--- src/rtl/fir_pkg.sv ---
// Shared definitions for the FIR bank sequencer: sizes, state encoding and
// the triangular coefficient-layout helper.
package fir_pkg;

  localparam int unsigned MAX_ORDER    = 12;
  localparam int unsigned BLOCK_SIZE   = 4096;
  localparam int unsigned COEFF_W      = 12;
  localparam int unsigned SAMPLE_W     = 16;
  localparam int unsigned DONE_TIMEOUT = 256;
  localparam int unsigned NUM_COEFFS   = 78;
  localparam int unsigned ADDR_W       = 7;
  localparam int unsigned ORDER_W      = 4;
  localparam int unsigned COUNT_W      = 13;
  localparam int unsigned WAIT_W       = 9;

  typedef enum logic [2:0] {
    IDLE,
    CLEAR,
    LOAD,
    STREAM,
    WAIT_DONE,
    REPORT
  } state_t;

  // First RAM address of order m: orders are packed as a triangle, m words each.
  function automatic logic [ADDR_W-1:0] coeff_base(input logic [ORDER_W-1:0] m);
    int unsigned mi;
    mi = 32'(m);
    return ADDR_W'((mi * (mi - 1)) / 2);
  endfunction

endpackage

--- src/rtl/fir_coeff_walker.sv ---
// Walks the coefficient RAM once per block: one read per cycle over
// addresses 0..NUM_COEFFS-1, then a registered load strobe one cycle later
// tagged with the order that word belongs to.
// Ports:
//   iClock, iReset  clock, sync active-high reset
//   start           begin a walk (asserted for one cycle before the first read)
//   addr, read      RAM address and read strobe
//   load, m         bank load strobe and order, aligned with RAM read data
//   last_c          final load strobe is being issued this cycle
module fir_coeff_walker
  import fir_pkg::*;
(
  input  logic               iClock,
  input  logic               iReset,
  input  logic               start,
  output logic [ADDR_W-1:0]  addr,
  output logic               read,
  output logic               load,
  output logic [ORDER_W-1:0] m,
  output logic               last_c
);

  logic [ORDER_W-1:0] m_q;
  logic [ORDER_W-1:0] k_q;
  logic               last_read_c;

  // Last word is coefficient MAX_ORDER-1 of the highest order.
  assign last_read_c = read &&
      (addr == coeff_base(ORDER_W'(MAX_ORDER)) + ADDR_W'(MAX_ORDER - 1));

  // Read data lands one cycle after the final read, so the walk ends when a
  // load strobe has no read behind it.
  assign last_c = load & ~read;

  // Address and order/index counters.
  always_ff @(posedge iClock) begin
    if (iReset) begin
      addr <= '0;
      read <= 1'b0;
      load <= 1'b0;
      m    <= '0;
      m_q  <= '0;
      k_q  <= '0;
    end else begin
      load <= read;
      m    <= read ? m_q : '0;
      if (start) begin
        addr <= '0;
        read <= 1'b1;
        m_q  <= ORDER_W'(1);
        k_q  <= '0;
      end else if (read) begin
        if (last_read_c) begin
          read <= 1'b0;
          addr <= '0;
        end else begin
          addr <= addr + ADDR_W'(1);
        end
        if (k_q == m_q - ORDER_W'(1)) begin
          m_q <= m_q + ORDER_W'(1);
          k_q <= '0;
        end else begin
          k_q <= k_q + ORDER_W'(1);
        end
      end
    end
  end

endmodule

--- src/rtl/fir_bank_sequencer.sv ---
// Sequences one analysis block through the FIR filter bank: clear, load all
// quantised coefficients, stream BLOCK_SIZE samples, wait for the bank's
// verdict and hand the winning order downstream over valid/ready.
// Ports:
//   iClock, iReset                 clock, sync active-high reset
//   iStart / oBusy                 block start (IDLE only) / not idle
//   oCoeffAddr, oCoeffRead, iCoeff coefficient RAM (data one cycle after read)
//   oBankReset, oBankLoad, oBankM, oBankCoeff   bank clear and coefficient load
//   iSampleValid, iSample, oSampleReady         sample source handshake
//   oBankValid, oBankSample        registered sample to bank
//   iBankDone, iBestOrder          bank completion and winning order
//   oResultValid, oBestOrder, iResultReady      result handshake
//   oTimeout                       sticky: bank never reported done
module fir_bank_sequencer
  import fir_pkg::*;
(
  input  logic                iClock,
  input  logic                iReset,
  input  logic                iStart,
  output logic                oBusy,
  output logic [ADDR_W-1:0]   oCoeffAddr,
  output logic                oCoeffRead,
  input  logic [COEFF_W-1:0]  iCoeff,
  output logic                oBankReset,
  output logic                oBankLoad,
  output logic [ORDER_W-1:0]  oBankM,
  output logic [COEFF_W-1:0]  oBankCoeff,
  input  logic                iSampleValid,
  input  logic [SAMPLE_W-1:0] iSample,
  output logic                oSampleReady,
  output logic                oBankValid,
  output logic [SAMPLE_W-1:0] oBankSample,
  input  logic                iBankDone,
  input  logic [ORDER_W-1:0]  iBestOrder,
  output logic                oResultValid,
  output logic [ORDER_W-1:0]  oBestOrder,
  output logic                oTimeout,
  input  logic                iResultReady
);

  state_t              state_q, state_d;
  logic [COUNT_W-1:0]  samp_cnt_q, samp_cnt_d;
  logic [WAIT_W-1:0]   wait_cnt_q, wait_cnt_d;
  logic [ORDER_W-1:0]  best_d;
  logic                timeout_d;
  logic                accept_c;
  logic                walk_last_c;

  assign accept_c = oSampleReady & iSampleValid;

  fir_coeff_walker u_walker (
    .iClock (iClock),
    .iReset (iReset),
    .start  (state_q == CLEAR),
    .addr   (oCoeffAddr),
    .read   (oCoeffRead),
    .load   (oBankLoad),
    .m      (oBankM),
    .last_c (walk_last_c)
  );

  // RAM read data is already aligned with the load strobe; zero it otherwise.
  assign oBankCoeff = oBankLoad ? iCoeff : '0;

  // Next-state and counter/result logic.
  always_comb begin
    state_d    = state_q;
    samp_cnt_d = samp_cnt_q;
    wait_cnt_d = wait_cnt_q;
    best_d     = oBestOrder;
    timeout_d  = oTimeout;
    unique case (state_q)
      IDLE: begin
        if (iStart) state_d = CLEAR;
      end
      CLEAR: begin
        state_d    = LOAD;
        timeout_d  = 1'b0;
        samp_cnt_d = '0;
      end
      LOAD: begin
        if (walk_last_c) state_d = STREAM;
      end
      STREAM: begin
        if (accept_c) begin
          samp_cnt_d = samp_cnt_q + COUNT_W'(1);
          if (samp_cnt_q == COUNT_W'(BLOCK_SIZE - 1)) begin
            state_d    = WAIT_DONE;
            wait_cnt_d = '0;
          end
        end
      end
      WAIT_DONE: begin
        if (iBankDone) begin
          best_d  = iBestOrder;
          state_d = REPORT;
        end else if (wait_cnt_q == WAIT_W'(DONE_TIMEOUT - 1)) begin
          // Bank is stuck: report the cheapest order so the encoder still proceeds.
          timeout_d = 1'b1;
          best_d    = ORDER_W'(1);
          state_d   = REPORT;
        end else begin
          wait_cnt_d = wait_cnt_q + WAIT_W'(1);
        end
      end
      REPORT: begin
        if (iResultReady) state_d = IDLE;
      end
      default: state_d = IDLE;
    endcase
  end

  // State, counters and registered outputs; status outputs follow state_d so
  // they are valid in the same cycle as the state they describe.
  always_ff @(posedge iClock) begin
    if (iReset) begin
      state_q      <= IDLE;
      samp_cnt_q   <= '0;
      wait_cnt_q   <= '0;
      oBestOrder   <= '0;
      oTimeout     <= 1'b0;
      oBusy        <= 1'b0;
      oBankReset   <= 1'b0;
      oSampleReady <= 1'b0;
      oResultValid <= 1'b0;
      oBankValid   <= 1'b0;
      oBankSample  <= '0;
    end else begin
      state_q      <= state_d;
      samp_cnt_q   <= samp_cnt_d;
      wait_cnt_q   <= wait_cnt_d;
      oBestOrder   <= best_d;
      oTimeout     <= timeout_d;
      oBusy        <= (state_d != IDLE);
      oBankReset   <= (state_d == CLEAR);
      oSampleReady <= (state_d == STREAM);
      oResultValid <= (state_d == REPORT);
      oBankValid   <= accept_c;
      if (accept_c) oBankSample <= iSample;
    end
  end

endmodule

--- config.mk ---
export PLATFORM = sky130hd
export DESIGN_NAME = fir_bank_sequencer
export DESIGN_NICKNAME = d
export VERILOG_FILES = /design/src/rtl/fir_pkg.sv /design/src/rtl/fir_coeff_walker.sv /design/src/rtl/fir_bank_sequencer.sv
export SDC_FILE = /design/constraint.sdc
export NUM_CORES = 1
export LEC_CHECK = 0
export ABC_CLOCK_PERIOD_IN_PS = 2680
export CAP_MARGIN = 15
export CORE_MARGIN = 2
export CORE_UTILIZATION = 38
export DETAILED_ROUTE_END_ITERATION = 12
export PLACE_DENSITY_LB_ADDON = 0.3
export REMOVE_ABC_BUFFERS = 1
export SLEW_MARGIN = 20
export SYNTH_ARGS = -nofsm -noshare
export SYNTH_HDL_FRONTEND = slang
export SYNTH_SLANG_ARGS = --single-unit
--- constraint.sdc ---
create_clock -name iClock -period 2.68 [get_ports iClock]
set_clock_uncertainty 0.15 [all_clocks]
set_input_delay 0.402 -clock iClock [delete_from_list [all_inputs] [get_ports iClock]]
set_output_delay 0.402 -clock iClock [all_outputs]
set_load 0.005 [all_outputs]
==> impl_metrics.tcl <==
set metrics [dict create \
    regToRegSetupSlack_ps 260 \
    diodes 0 \
    grt_overflow 0 \
    pwr-share-comb_pct 10.1 \
    avgSynthCellArea_um2 8.73 \
    yosysSeqAreaShare_pct 46.2 \
    synth_commonest_cells "72 x dfxtp_1, 52 x nand2_1, 46 x nor2_1" \
    routed_wl_um 6800 \
    die_x_um 94.6 \
    coreArea_mm2 0.00809 \
    first_pass_iters 4 \
    postCtsSetupRepairBufs 0 \
    ant_nets 0 \
    hold_viol_final 0 \
    rsz0062_at_grt "no" \
    setup_viol 0 \
    cts_resized 0 \
    status "finished clean" \
    worstMarginPinSlew_ps 579 \
    relSlewSlack_pct 61.3 \
    period_needed_ps 2420 \
    cts_htree_levels 3 \
    seqPwrFrac_pct 46.9 \
    swShare_pct 22.1 \
    via_count 2681 \
    clockPowerShare_pct 43.0 \
    crit_fanout 5 \
    ir_drop_mv 0.378 \
    critPathLaunchType "flip-flop" \
    nNetsFinal 496 \
    r2r_cells 8 \
    synth_seq_cells 72 \
    crit_chain "ha_1, and3_1, and3_1, ha_1, o21ai_0, inv_1, nor3_1, o211ai_1" \
    ioPinCount 89 \
    synth_top_area_share_pct 46.2 \
    die_area_mm2 0.00894 \
    synthArstFlopShare_pct 0 \
    grt_pass1_wl_um 10900 \
    hold_ws_ps 304 \
    max-cap-violations 0 \
    drive_gt1_share_pct 6.59 \
    insertion_delay_ps 340 \
    numCtsBuffers 9 \
    cp-endpoint "oBusy$_SDFF_PP0_" \
    via_per_inst 4.79 \
    grt_pass1_vias 2427 \
    crit_start "wait_cnt_q[0]$_SDFFE_PP0P_" \
    powerDensity_mw_per_mm2 554 \
    critPathMaxStageDelay_ps 440 \
    critPathSlowestCell "nor3_1" \
    p_sw_mw 0.534 \
    holdBufCountCts 0 \
    p_int_mw 1.88 \
    clockRootBuffer "clkbuf_8" \
    hold_class "flip-flop to flip-flop" \
    wl_per_cell_um 12.1 \
    antenna_found_initial 0 \
    min_period_over_period_pct 90.3 \
    netlist_instances 357 \
    slew_violations 0 \
    synth_top_flop_cell "dfxtp_1" \
    yosysUniqueCellTypes 45 \
    areaGrowthSynthToFinish_pct 40.0 \
    cts_tree "yes" \
    fillers 768 \
    placed_cell_area_mm2 0.00412 \
    synth_area_mm2 0.00312 \
    dpl.hpwl_um 4940 \
    initial_utilization_pct 38.5 \
    p_leak_nw 1.64 \
    end_kind "flip-flop" \
    cts_sinks 72 \
    reg2reg_to "oBusy$_SDFF_PP0_" \
    cts.reportedPaths.clkPinSlew_ps 80 \
    synth_edf_count 0 \
    max_freq_mhz 413 \
    grt_max_degree 29 \
    worstSetupPathType "flip-flop to flip-flop" \
    cp.required_ps 2740 \
    track_usage_pct 15.5 \
    rows 33 \
    die_h_um 94.6 \
    synth_most_common_cell "dfxtp_1" \
    drt_iter0_drc 84 \
    cts_buffer_depth 2 \
    tns_ps 0 \
    fin_area_mm2 0.00436 \
    synth_area_leader_cell "dfxtp_1" \
    port_buffers 88 \
    synth_area_leaders "dfxtp_1 46%, xor2_1 6.5%, nand2_1 6.3%" \
    place.gp.congestion 0.820 \
    arrival_ps 2480 \
    ys_warn_count 0 \
    timing.rr.start "wait_cnt_q[0]$_SDFFE_PP0P_" \
    post-route-util_pct 53.9 \
    remaining_drc_errors 0 \
]
## cell families (layout without fill, tap and decap cells)
| logic type | after synthesis | after routing | synth area share, % |
|---|---|---|---|
| simple gates | 171 | 171 | 27.8 |
| flops | 72 | 72 | 46.2 |
| compound gates | 44 | 44 | 8.59 |
| xor+xnor | 33 | 33 | 9.27 |
| buf+inv | 25 | 123 | 3.61 |
| fa+ha+maj | 8 | 8 | 3.21 |
| mux | 4 | 4 | 1.28 |
## sequential cells by signal, summed over array words and instances, names as in the netlist
name	count
oBankReset	1
oBankSample	16
oBankValid	1
oBestOrder	4
oBusy	1
oResultValid	1
oSampleReady	1
oTimeout	1
samp_cnt_q	13
state_q	3
u_walker.addr	7
u_walker.k_q	4
u_walker.load	1
u_walker.m	4
u_walker.m_q	4
u_walker.read	1
wait_cnt_q	9
## critical path: cells and delay by family, from the launching register on
kind / cells / cell delay, ps
AO/OA/AOI/OAI: 2 / 400
flip-flops: 1 / 350
buffers and inverters: 1 / 130
AND/OR/NAND/NOR: 3 / 800
adder cells (fa/ha/maj): 2 / 460
## cells in the final DEF (no fill, tap or decap), types with 2 or more instances in the layout
cell type,synthesis,final
nor3b_4,2,2
o21ai_0,5,5
nand3_1,3,3
nor4b_1,2,2
xnor2_1,10,10
inv_1,11,11
a32oi_1,3,3
bufinv_16,0,3
nand4_1,13,13
a211oi_1,2,2
nor2_1,46,46
clkdlybuf4s50_1,0,88
dfxtp_1,72,72
nand2_1,52,52
a31oi_1,2,2
xor2_1,23,23
and2_1,19,19
nor3_1,6,6
or3_1,2,2
ha_1,8,8
a21oi_1,23,23
mux2i_1,4,4
nor4_1,3,3
clkbuf_8,0,10
and3_1,10,10
a21o_1,2,2
buf_4,1,8
nand2b_1,3,3
## layout make-up
| cell class | count | area, um^2 | area share, % |
|---|---|---|---|
| multi-input combinational | 260 | 1560 | 35.8 |
| sequential | 72 | 1440 | 33.0 |
| timing repair buffer | 96 | 941 | 21.6 |
| clock buffer | 11 | 141 | 3.24 |
| tap | 105 | 131 | 3.01 |
| clock inverter | 5 | 104 | 2.38 |
| inverter | 11 | 41.3 | 0.946 |
## how the worst min path moves through the flow
stage / startpoint / end / cells past startpoint / slack (ps)
6_report: oBankSample[14]$_SDFFE_PP0N_ / oBankSample[14]$_SDFFE_PP0N_ / 2 / 300
5_1_grt: oBankSample[3]$_SDFFE_PP0N_ / oBankSample[3]$_SDFFE_PP0N_ / 2 / 320
4_1_cts: oBankSample[8]$_SDFFE_PP0N_ / oBankSample[8]$_SDFFE_PP0N_ / 2 / 310
3_5_place_dp: oBankSample[8]$_SDFFE_PP0N_ / oBankSample[8]$_SDFFE_PP0N_ / 2 / 300
3_3_place_gp: oBankSample[9]$_SDFFE_PP0N_ / oBankSample[9]$_SDFFE_PP0N_ / 2 / 290
2_1_floorplan: oBankSample[0]$_SDFFE_PP0N_ / oBankSample[0]$_SDFFE_PP0N_ / 2 / 300
## per-layer routing
metal  global-route usage, %  vias up  share of wire (%)
met4                    8.09        0                2.1
met5                       0        -                  0
met3                    3.99       13                7.1
met2                    25.1       73                 45
met1                    19.0     1210                 46
li1                        -     1385                  -
## through the flow
stage | setup slack (ps) | power [mW] | std cells
floorplan | 351 | 1.25 | 343
global placement | 362 | 1.40 | 544
detailed placement | 308 | 1.40 | 544
CTS | 256 | 2.45 | 560
global route | 70.6 | 2.52 | 560
finish | 260 | 2.42 | 560
## power groups by stage
| stage | sequential (mW) | clock, mW | combinational (mW) |
|---|---|---|---|
| 6_report | 1.13 | 1.04 | 0.244 |
| 5_1_grt | 1.14 | 1.11 | 0.271 |
| 4_1_cts | 1.13 | 1.07 | 0.247 |
| 3_5_place_dp | 1.16 | 0 | 0.244 |
| 3_3_place_gp | 1.16 | 0 | 0.242 |
| 2_1_floorplan | 1.15 | 0 | 0.0971 |
Power figures use the tool's default switching activity.
